`src/rtl/prog_launcher_if.sv`:
```
// Handshake bundle between the run launcher and the host/processor side.
// The launcher drives the processor controls and the run status; the host
// side drives the run request and the processor feeds back its halt flag.
//
// Handshake: Go is a level request sampled only while the launcher is idle.
// A request seen in any other state is dropped, not queued. DutAck is a level
// halt flag sampled only while a run is in progress. Done is a one-cycle
// pulse marking the end of a run. CycleCt and TimedOut are valid from that
// pulse until the next accepted Go.
interface prog_launcher_if #(
    parameter int CW = 16
);
    logic          Go;
    logic          DutAck;
    logic          DutReset;
    logic          DutStart;
    logic          Busy;
    logic          Done;
    logic          TimedOut;
    logic [CW-1:0] CycleCt;
    logic [7:0]    RunCt;

    // Launcher side
    modport master (
        input  Go,
        input  DutAck,
        output DutReset,
        output DutStart,
        output Busy,
        output Done,
        output TimedOut,
        output CycleCt,
        output RunCt
    );

    // Host / processor side
    modport slave (
        output Go,
        output DutAck,
        input  DutReset,
        input  DutStart,
        input  Busy,
        input  Done,
        input  TimedOut,
        input  CycleCt,
        input  RunCt
    );
endinterface

```
`src/rtl/prog_launcher.sv`:
```
// Run launcher for the processor Start/Ack handshake.
// Each run holds the processor in reset, pulses Start, and then counts RUN
// cycles until Ack or timeout. It reports the cycle count, the timeout flag
// and a wrapping count of completed runs. All outputs come from flops.
module prog_launcher #(
    parameter int          RST_CYCLES   = 2,
    parameter int          START_CYCLES = 1,
    parameter int          CW           = 16,
    parameter int unsigned TIMEOUT      = 32'hFFFF
) (
    input  logic                 Clk,
    input  logic                 Reset,
    prog_launcher_if.master      bus,
    output logic [2:0]           state_dbg
);

    typedef enum logic [2:0] {
        S_IDLE  = 3'd0,
        S_RST   = 3'd1,
        S_START = 3'd2,
        S_RUN   = 3'd3,
        S_DONE  = 3'd4
    } state_t;

    // One phase counter serves both the RST and the START phase, so it is
    // sized for the longer of the two.
    localparam int PMAX = (RST_CYCLES > START_CYCLES) ? RST_CYCLES : START_CYCLES;
    localparam int PW   = (PMAX > 1) ? $clog2(PMAX) : 1;

    localparam logic [PW-1:0] RST_LOAD   = PW'(RST_CYCLES - 1);
    localparam logic [PW-1:0] START_LOAD = PW'(START_CYCLES - 1);
    localparam logic [CW-1:0] TO_FULL    = CW'(TIMEOUT);
    localparam logic [CW-1:0] TO_LAST    = CW'(TIMEOUT - 1);

    state_t        state_q,     state_d;
    logic [PW-1:0] phase_q,     phase_d;
    logic [CW-1:0] cycle_ct_q,  cycle_ct_d;
    logic          timed_out_q, timed_out_d;
    logic [7:0]    run_ct_q,    run_ct_d;
    logic          dut_reset_q, dut_reset_d;
    logic          dut_start_q, dut_start_d;
    logic          busy_q,      busy_d;
    logic          done_q,      done_d;

    // Next-state, counters and the registered output values.
    // The output flops follow the next state, so each output is high
    // exactly during the cycles its state occupies.
    always_comb begin
        state_d     = state_q;
        phase_d     = phase_q;
        cycle_ct_d  = cycle_ct_q;
        timed_out_d = timed_out_q;
        run_ct_d    = run_ct_q;

        case (state_q)
            S_IDLE: begin
                if (bus.Go) begin
                    phase_d     = RST_LOAD;
                    timed_out_d = 1'b0;
                    state_d     = S_RST;
                end
            end
            S_RST: begin
                if (phase_q == '0) begin
                    phase_d = START_LOAD;
                    state_d = S_START;
                end else begin
                    phase_d = phase_q - 1'b1;
                end
            end
            S_START: begin
                // Ack may still be high from the previous halt, so it is
                // ignored here. The count starts from zero on RUN entry.
                cycle_ct_d = '0;
                if (phase_q == '0) begin
                    state_d = S_RUN;
                end else begin
                    phase_d = phase_q - 1'b1;
                end
            end
            S_RUN: begin
                // Ack wins over a timeout in the same cycle.
                if (bus.DutAck) begin
                    state_d = S_DONE;
                end else if (cycle_ct_q == TO_LAST) begin
                    cycle_ct_d  = TO_FULL;
                    timed_out_d = 1'b1;
                    state_d     = S_DONE;
                end else begin
                    cycle_ct_d = cycle_ct_q + 1'b1;
                end
            end
            S_DONE: begin
                run_ct_d = run_ct_q + 8'd1;
                state_d  = S_IDLE;
            end
            default: begin
                state_d = S_IDLE;
            end
        endcase

        dut_reset_d = (state_d == S_RST);
        dut_start_d = (state_d == S_START);
        busy_d      = (state_d != S_IDLE);
        done_d      = (state_d == S_DONE);
    end

    // State, counters and output flops. While reset is low the processor
    // is held in reset. IDLE releases it on the first edge afterwards.
    always_ff @(posedge Clk or negedge Reset) begin
        if (!Reset) begin
            state_q     <= S_IDLE;
            phase_q     <= '0;
            cycle_ct_q  <= '0;
            timed_out_q <= 1'b0;
            run_ct_q    <= 8'd0;
            dut_reset_q <= 1'b1;
            dut_start_q <= 1'b0;
            busy_q      <= 1'b0;
            done_q      <= 1'b0;
        end else begin
            state_q     <= state_d;
            phase_q     <= phase_d;
            cycle_ct_q  <= cycle_ct_d;
            timed_out_q <= timed_out_d;
            run_ct_q    <= run_ct_d;
            dut_reset_q <= dut_reset_d;
            dut_start_q <= dut_start_d;
            busy_q      <= busy_d;
            done_q      <= done_d;
        end
    end

    assign bus.DutReset = dut_reset_q;
    assign bus.DutStart = dut_start_q;
    assign bus.Busy     = busy_q;
    assign bus.Done     = done_q;
    assign bus.TimedOut = timed_out_q;
    assign bus.CycleCt  = cycle_ct_q;
    assign bus.RunCt    = run_ct_q;
    assign state_dbg    = state_q;

endmodule
```
`src/flat_wrapper.sv`:
```
// flat-port wrapper written by rule: the top's interface ports become plain ports
module prog_launcher_flat 
#(
    parameter int          RST_CYCLES   = 2,
    parameter int          START_CYCLES = 1,
    parameter int          CW           = 16,
    parameter int unsigned TIMEOUT      = 32'hFFFF
)
  (Clk, Reset, state_dbg, bus_Go, bus_DutAck, bus_DutReset, bus_DutStart, bus_Busy, bus_Done, bus_TimedOut, bus_CycleCt, bus_RunCt);
  prog_launcher_if #(.CW(CW)) bus_i ();
  input  logic Clk;
  input  logic Reset;
  output logic [2:0] state_dbg;
  input wire logic [$bits(bus_i.Go)-1:0] bus_Go;
  input wire logic [$bits(bus_i.DutAck)-1:0] bus_DutAck;
  output wire logic [$bits(bus_i.DutReset)-1:0] bus_DutReset;
  output wire logic [$bits(bus_i.DutStart)-1:0] bus_DutStart;
  output wire logic [$bits(bus_i.Busy)-1:0] bus_Busy;
  output wire logic [$bits(bus_i.Done)-1:0] bus_Done;
  output wire logic [$bits(bus_i.TimedOut)-1:0] bus_TimedOut;
  output wire logic [$bits(bus_i.CycleCt)-1:0] bus_CycleCt;
  output wire logic [$bits(bus_i.RunCt)-1:0] bus_RunCt;
  assign bus_i.Go = bus_Go;
  assign bus_i.DutAck = bus_DutAck;
  assign bus_DutReset = bus_i.DutReset;
  assign bus_DutStart = bus_i.DutStart;
  assign bus_Busy = bus_i.Busy;
  assign bus_Done = bus_i.Done;
  assign bus_TimedOut = bus_i.TimedOut;
  assign bus_CycleCt = bus_i.CycleCt;
  assign bus_RunCt = bus_i.RunCt;
  prog_launcher #(.RST_CYCLES(RST_CYCLES), .START_CYCLES(START_CYCLES), .CW(CW), .TIMEOUT(TIMEOUT)) u_core (.Clk(Clk), .Reset(Reset), .bus(bus_i), .state_dbg(state_dbg));
endmodule
```
`config.mk`:
```
export PLATFORM = sky130hd
export DESIGN_NAME = prog_launcher_flat
export DESIGN_NICKNAME = d
export VERILOG_FILES = /design/src/rtl/prog_launcher_if.sv /design/src/rtl/prog_launcher.sv /design/src/flat_wrapper.sv
export SDC_FILE = /design/constraint.sdc
export NUM_CORES = 1
export LEC_CHECK = 0
export CORE_UTILIZATION = 46
export CTS_BUF_LIST = sky130_fd_sc_hd__clkbuf_16
export DETAILED_ROUTE_END_ITERATION = 7
export PLACE_DENSITY = 0.82
export SLEW_MARGIN = 5
export SYNTH_ARGS = -nofsm -noshare
export SYNTH_HDL_FRONTEND = slang
export SYNTH_SLANG_ARGS = --single-unit
```
`constraint.sdc`:
```
create_clock -name Clk -period 1.71 [get_ports Clk]
set_clock_uncertainty 0.1 [all_clocks]
set_input_delay 0.342 -clock Clk [delete_from_list [all_inputs] [get_ports Clk]]
set_output_delay 0.342 -clock Clk [all_outputs]
set_load 0.02 [all_outputs]
```
======== Word-level counts from Yosys, hierarchy flattened ========
Cells that the tools add are included.
word-level totals
  input bits .............................. 4
  output and inout bits ................... 32
  logic and storage cells ................. 48
  register bits ........................... 33
operators by class
  eq/ne operators ......................... 11
  reduce and logical (&&, ||, !) cells .... 9
  add/subtract/negate cells ............... 3
  mux-type cells .......................... 16
operators with widths
  operator               number
  $mux 16                2
  $pmux 16 s2            1
  $add 16x1->16 const B  1
  $eq 16x16->1 const B   1
  $mux 3                 5
  $pmux 3 s4             1
  $eq 3x2->1 const B     3
  $add 8x1->8 const B    1
  $eq 3x1->1 const B     2
  $eq 3x3->1 const B     2
  $reduce_bool 2->1      3
  $mux 1                 5
  $ne 2x2->1 const B     2
  $pmux 1 s2             2
  $reduce_and 2->1       2
  $reduce_and 4->1       1
  $logic_not 3->1        1
  $reduce_bool 3->1      1
  $ne 2x1->1 const B     1
  $reduce_or 2->1        1
  $sub 1x1->1 const B    1

======== Depth between registers and ports, before layout ========
Gate-level depths: netlist of run 1.
  depth in word-level cells ............... 5
  depth in mapped cells ................... 7
  gate-level depth less buffers ........... 6

======== Worst setup path before layout of run 1 ========
Ideal clock, no wire load.
  path type ............................... register -> register
  from .................................... reg u_core.cycle_ct_q[0], in the netlist u_core.bus.CycleCt[0]
  to ...................................... reg u_core.timed_out_q, in the netlist u_core.bus.TimedOut
  library setup time ...................... 0.077 ns
  period minus slack after synthesis ...... 1.803 ns
  arrival time ............................ 1.626 ns
  stages on the path, launching flop included .. 8
  path slack .............................. -0.093 ns
  data required time ...................... 1.533 ns
  path buffers ............................ 1
  cells stage by stage .................... dfrtp_1 inv_1 ha_1 nand4_1 nor4_4 buf_6 a21oi_2 a21oi_1
on the way
  longest elaborated chain between the ends .. 3
RTL lines
  item                               RTL line              RTL
  start: declaration                 prog_launcher.sv:37   logic [CW-1:0] cycle_ct_q, cycle_ct_d;
  start signal: assignment           prog_launcher.sv:124  cycle_ct_q <= cycle_ct_d;
  $eq 16x16->1                       prog_launcher.sv:85   end else if (cycle_ct_q == TO_LAST) begin
  $ne 2x1->1 (no source line)        n/a
  $reduce_and 4->1 (no source line)  n/a
  end signal: assignment             prog_launcher.sv:125  timed_out_q <= timed_out_d;
  end: declaration                   prog_launcher.sv:38   logic timed_out_q, timed_out_d;
Every way passes these cells.
A chain may end at the register's enable or synchronous reset.

======== Final worst setup path of run 1 ========
  from .................................... reg u_core.cycle_ct_q[0], in the netlist u_core.bus.CycleCt[0]
  to ...................................... reg u_core.cycle_ct_q[9], in the netlist u_core.bus.CycleCt[9]
on the way
  longest elaborated chain between the ends .. 4
  elaborated cells between the ends (all ways) .. 5
  classes of those cells .................. add/sub: 1; eq/ne: 1; mux: 3
RTL lines
  item                                                  RTL line                                  RTL
  $add 16x1->16 / $eq 16x16->1 (equally long branches)  prog_launcher.sv:90, prog_launcher.sv:85
  $mux 16 *                                             prog_launcher.sv:85
  $mux 16 *                                             prog_launcher.sv:83                       if (bus.DutAck) begin
  $pmux 16 s2 *                                         prog_launcher.sv:55                       case (state_q)
Every way passes the cells marked *; elsewhere a longest branch is shown, timed or not. The select of a mux whose other input is x is not followed.

==> flow_summary.toml, run 1 <==
[status]
status = "finished, violations left"
violations = "negative setup slack"

[timing]
max_freq_mhz = 584.1
finalCritPeriodShare = 1.001
finalCriticalPeriod_ps = 1712
setup_viol = 1
slew_viol_final = 0
slew-limit-headroom = 0.6791
fin_ws_ps = -1.917
hold_violations = 0
rsz0062_at_grt = "yes"
worst_pin_slew_ps = 477.7

[logic_synthesis]
async_reset_ff_frac = 1.000
synth.area.top_cells = "dfrtp_1 45%, o21ai_0 5.6%, nand2_1 4.9%"
yosysWarnings = 0
ys_ff_latch = 33
synth_top_area_cell = "dfrtp_1"
netlist_top_cells_count = "32 x dfrtp_1, 23 x nand2_1, 20 x o21ai_0"
ys_types = 41
syn_nets = 198
netlist_area_um2 = 1773
synthCells = 191
synth-edff-count = 0
avgSynthCellArea_um2 = 9.282
synth_top_area_frac = 0.4517
synth-seq-area-share = 0.4665
synth_most_common_cell = "dfrtp_1"
yosys_most_used_dff = "dfrtp_1"

[critical_path]
path_class = "flop to flop"
start_kind = "flop"
r2r-start = "u_core.bus.CycleCt[0]"
max_stage_delay_ps = 460
regToRegEndpoint = "u_core.bus.CycleCt[9]"
cp-end-kind = "flop"
crit_fanout = 4
reg2reg_setup_slack_ps = -2
cp_slowest_cell = "nor3_1"
r2r_cells = 5
critical_path.cell_chain = "buf_4, nand4_1, nor3_1, o21ai_0, o2bb2ai_1"
critPathArrivalTime_ps = 1770
required_ps = 1770

[pwr]
p_leak_nw = 1.212
p_per_area_nw_per_um2 = 1274
p_total_w = 0.003148
ir_drop_v = 0.0007446

[floorplanning]
die_area_um2 = 4106
initial_core_util = 0.4807
die_y_um = 64.08
ios = 36
fp.coreArea_um2 = 3689
rows = 22
die_w_um = 64.08

[grt]
grt_max_degree = 34
antenna_found_initial = 0
busiest_layer = "met2"
grt_pass1_wl_um = 7707
grt.overflow.total = 0
use_met1 = 0.3046
gr-usage-met3 = 0.06250
globalRouteMet2Util = 0.4016
grt_usage = 0.2498
grt_pass1_vias = 1694

[clocking]
clk_latency_ps = 280
h-tree-depth = 2
clock-root-buffer = "clkbuf_16"
cts_sinks = 33
cts-buffers-inserted = 5
holdBufCountCts = 0
cts_tree = "yes"
clockBufferDepth = 2
post_cts_buffers = 0
path_clk_slew_ps = 50

[final_layout]
design_area_um2 = 2471
n_antenna_cell = 0
nets = 250
drive_gt1_frac = 0.1844
syn2layout_area_growth_pct = 39.38

[routing]
routed_wl_um = 4625
first_iter_violations = 182
first_pass_iters = 4
wl_per_cell_um = 15.84
routed_via_density = 5.849
drc = 0
ant_nets = 0
vias = 1708

[flow_run]
drv_cap = 0

[placement]
gp_congestion = 0.8188
io_buffers = 35
dp_hpwl_um = 2960
place_ws_ps = -181.7
placed_area_um2 = 2303

[worst_hold_path]
hold_path_class = "input pin to async pin"
==> power by group <==
part / switching (W) / internal (W) / total (W)
logic: 0.000651 / 0.000450 / 0.00110
clock network: 0.000314 / 0.000678 / 0.000992
registers: 0.000143 / 0.000912 / 0.00105
==> worst max-delay path, delay by kind of cell, from the launching register on <==
family	cells	cell delay (ps)
buf+inv	1	140
flops	1	390
simple gates	2	690
compound gates	2	290
==> cells in the final DEF (no fill, tap or decap), types with 5 or more instances in the layout <==
cell type,n
a21oi_1,7
buf_4,17
clkbuf_16,5
clkdlybuf4s50_1,6
dfrtp_1,29
dlygate4sd2_1,27
inv_1,8
nand2_1,22
nand3_1,9
nand4_1,8
nor2_1,17
nor3_1,6
o21ai_0,18
xnor2_1,5
==> repair_timing <==
| item | CTS | global route |
|---|---|---|
| endpoints found under the setup margin | 31 | 15 |
| resized for setup | 31 | 9 |
| pin swaps | 1 | 2 |
| endpoints found under the hold margin | 0 | 0 |
==> cell families after synthesis <==
family | Yosys count | synth area share
flip-flops | 33 | 0.4665
AND/OR/NAND/NOR | 88 | 0.2661
AO/OA/AOI/OAI | 41 | 0.1524
adder cells (fa/ha/maj) | 3 | 0.02117
buffers and inverters | 16 | 0.04164
XOR/XNOR | 7 | 0.03458
multiplexers | 3 | 0.01764
==> through the flow <==
| stage | utilization | instances | setup TNS [ps] | hold WS, ps |
|---|---|---|---|---|
| after floorplan | - | 191 | 0 | -53.59 |
| after CTS | 0.6659 | 292 | 0 | 335.3 |
| final | 0.6699 | 292 | -1.917 | 333.5 |
| after global routing | 0.6699 | 292 | -296.1 | 358.8 |
| after global placement | 0.6245 | 284 | -710.9 | 359.6 |
| after detailed placement | 0.6245 | 284 | -1898 | 365.8 |
==> routing by layer <==
layer | routed length (um) | part of all wire | up-vias
met3 | 206 | 0.045 | 12
met2 | 2401 | 0.52 | 65
li1 | - | - | 786
met4 | 114 | 0.025 | 0
met5 | 0 | 0 | -
met1 | 1902 | 0.41 | 845
==> area by class of cell <==
cell class / count / area [um2]
clock buffer: 5 / 125.1
clock inverter: 3 / 38.79
fill: 290 / 1217
inverter: 7 / 26.28
multi-input combinational: 142 / 909.6
sequential: 33 / 830.8
tap: 48 / 60.06
timing repair buffer: 54 / 480.5
==> worst max-delay path by stage <==
stage,from,to,slack (ps),cells after the start
6_report,u_core.bus.CycleCt[0],u_core.bus.CycleCt[9],-2,5
5_1_grt,u_core.bus.CycleCt[0],u_core.bus.CycleCt[11],-60,5
4_1_cts,u_core.bus.TimedOut,bus_TimedOut,4,1
3_5_place_dp,bus_DutAck,u_core.bus.CycleCt[12],-180,6
3_3_place_gp,bus_DutAck,u_core.bus.CycleCt[5],-90,6
2_1_floorplan,u_core.bus.CycleCt[1],u_core.bus.CycleCt[12],5,5
==> state kept, by name, indices dropped and copies added, names as in the netlist <==
name / count
u_core.bus.DutReset: 1
u_core.bus.TimedOut: 1
u_core.phase_q: 1
u_core.bus.CycleCt: 16
u_core.bus.DutStart: 1
u_core.bus.Done: 1
u_core.state_dbg: 3
u_core.bus.Busy: 1
u_core.bus.RunCt: 8
(Power assumes the default switching activity.)
==> run 2: changes to the inputs <==
--- a/config.mk
+++ b/config.mk
@@ -5,10 +5,11 @@
 export SDC_FILE = /design/constraint.sdc
 export NUM_CORES = 1
 export LEC_CHECK = 0
-export CORE_UTILIZATION = 46
-export CTS_BUF_LIST = sky130_fd_sc_hd__clkbuf_16
+export CORE_UTILIZATION = 48
+export CTS_BUF_LIST = sky130_fd_sc_hd__clkbuf_4
 export DETAILED_ROUTE_END_ITERATION = 7
-export PLACE_DENSITY = 0.82
+export GPL_TIMING_DRIVEN = 0
+export PLACE_DENSITY = 0.84
 export SLEW_MARGIN = 5
 export SYNTH_ARGS = -nofsm -noshare
 export SYNTH_HDL_FRONTEND = slang
==> run 2 against run 1 <==
Against the previous run:
- the flow still finishes with violations (negative setup slack)
- global-route usage fell by 0.57 points
- flip-flop and latch count did not move
- worst hold slack improved by 35 ps
- total power fell by 11%
- clock power is 40% lower
- worst setup slack worse by 88 ps
- first-iteration DRC count grew 23%
- via count grew 3.9%
- highest routed layer unchanged
==> flow_summary.toml, run 2 (synthesis results as in run 1) <==
[grt]
grt.overflow.total = 0
grt_max_degree = 34
grt_usage = 0.2441
grt_pass1_vias = 1627
antenna_found_initial = 0
grt_pass1_wl_um = 7507

[routing]
routed_via_density = 5.976
first_iter_violations = 224
routed_wl_um = 5017
vias = 1775
drc = 0
ant_nets = 0
wl_per_cell_um = 16.89
first_pass_iters = 7

[final_layout]
layout_commonest_cell = "dlygate4sd2_1"
fin_cells = 297
syn2layout_area_growth_pct = 41.71
nets = 257
final_cell_mix = "32 x dlygate4sd2_1, 25 x dfrtp_1, 20 x nand2_1"
utilization = 0.7299
n_antenna_cell = 0
largest_register_ffs = 16
drive_gt1_frac = 0.2829

[pwr]
p_leak_nw = 1.219
net-switching-power_w = 0.001123
ir_drop_v = 0.0007467
p_per_area_nw_per_um2 = 1121
p_int_w = 0.001693
p_seq_frac = 0.372
pwr-share-comb = 0.418
p_sw_frac = 0.3988
clkPwrFrac = 0.210

[timing]
setup-tns-final_ps = -122.9
slew-limit-headroom = 0.5124
hold_violations = 0
finalCriticalPeriod_ps = 1800
slew_viol_final = 0
fin_ws_ps = -90.30
worst_pin_slew_ps = 731.3
fin_hold_ws_ps = 369.0
finalCritPeriodShare = 1.053
max_freq_mhz = 555.5
rsz0062_at_grt = "yes"
setup_viol = 4

[clocking]
cts_sinks = 33
clk_latency_ps = 340
h-tree-depth = 2
path_clk_slew_ps = 110
cts-buffers-inserted = 5
clockBufferDepth = 2
cts_tree = "yes"
clock-root-buffer = "clkbuf_4"

[placement]
dpl.cell_count = 272
dp_hpwl_um = 2847
io_buffers = 35
gp_congestion = 0.8423

[critical_path]
start_kind = "flop"
required_ps = 1830
critical_path.cell_chain = "buf_4, nand4_1, buf_4, nor4_2, o21ai_0, o2bb2ai_1"
critPathArrivalTime_ps = 1920
cp_slowest_cell = "dfrtp_1"
max_stage_delay_ps = 420
path_class = "flop to flop"
cp-end-kind = "flop"
crit_top_cell = "buf_4"
crit_fanout = 4

[status]
violations = "negative setup slack"
status = "finished, violations left"

[floorplanning]
die_w_um = 62.78
ios = 36
die_y_um = 62.78
fp.coreArea_um2 = 3442
initial_core_util = 0.5151
rows = 21
die_area_um2 = 3941

[flow_run]
drv_cap = 0

[worst_hold_path]
hold_path_class = "flop to flop"
==> run 2: changes by cell type in the layout (fill, tap and decap cells not counted), moves of 3 or more <==
| cell | delta |
|---|---|
| buf_2 | +3 |
| clkbuf_4 | +6 |
| dlygate4sd2_1 | +5 |
| dfrtp_2 | +4 |
| o21ai_0 | -3 |
| clkdlybuf4s50_1 | -4 |
| o21ai_1 | +3 |
| dfrtp_1 | -4 |
| clkbuf_16 | -5 |
==> run 2: worst max-delay path, delay by kind of cell (launching register included) <==
family	cells	cell delay, ps
AOI/OAI and AO/OA	2	300
buffers and inverters	2	360
DFF	1	420
and+or+nand+nor	2	490
==> run 2: path summary, 6_finish.rpt <==
kind / startpoint / endpoint / slack, ps / depth (start not counted)
max in group asynchronous: Reset / u_core.bus.CycleCt[10] / 500 / 2
min: u_core.bus.RunCt[7] / u_core.bus.RunCt[7] / 370 / 1
max: u_core.bus.CycleCt[0] / u_core.bus.CycleCt[11] / -90 / 6
min reg2reg: u_core.bus.RunCt[7] / u_core.bus.RunCt[7] / 370 / 1
max reg2reg: u_core.bus.CycleCt[0] / u_core.bus.CycleCt[11] / -90 / 6
min in group asynchronous: Reset / u_core.bus.RunCt[1] / 490 / 2
==> run 2: final cells by class <==
type	count	area (um2)
Buffer	8	56.30
Clock buffer	6	45.04
Clock inverter	2	35.03
Fill cell	236	929.6
Inverter	7	26.28
Multi-Input combinational cell	142	1002
Sequential cell	33	835.8
Tap cell	46	57.56
Timing Repair Buffer	53	454.2
==> run 2: what timing repair did <==
item,in CTS,in global routing
buffers inserted,5,11
endpoints found under the setup margin,53,23
pin swaps,5,10
endpoints found under the hold margin,32,0
cloned,1,0
resized for setup,50,31
hold buffers,1,0
==> run 2: routing by layer <==
metal / wire, um / global-route usage
met1: 1973 / 0.3045
met2: 2482 / 0.3967
met3: 426 / 0.04927
met4: 134 / 0.1308
met5: 0 / 0
==> run 2: per-stage QoR <==
step                      setup WS, ps  total power (W)  instance area, um2
after global routing            -230.7         0.002970                2512
after detailed placement        -371.4         0.002124                2182
after floorplan                  5.382         0.001701                1779
after global placement          -460.4         0.002081                2187
final                           -90.30         0.002816                2512
after CTS                       -55.02         0.002681                2337
==> run 2: power groups by stage <==
stage               Combinational, W  Clock [W]  Sequential, W
detailed placement           0.00107          0        0.00105
global placement             0.00104          0        0.00105
finish                       0.00118   0.000591        0.00105
global route                 0.00127   0.000630        0.00107
CTS                          0.00106   0.000588        0.00103
floorplan                   0.000528          0        0.00117
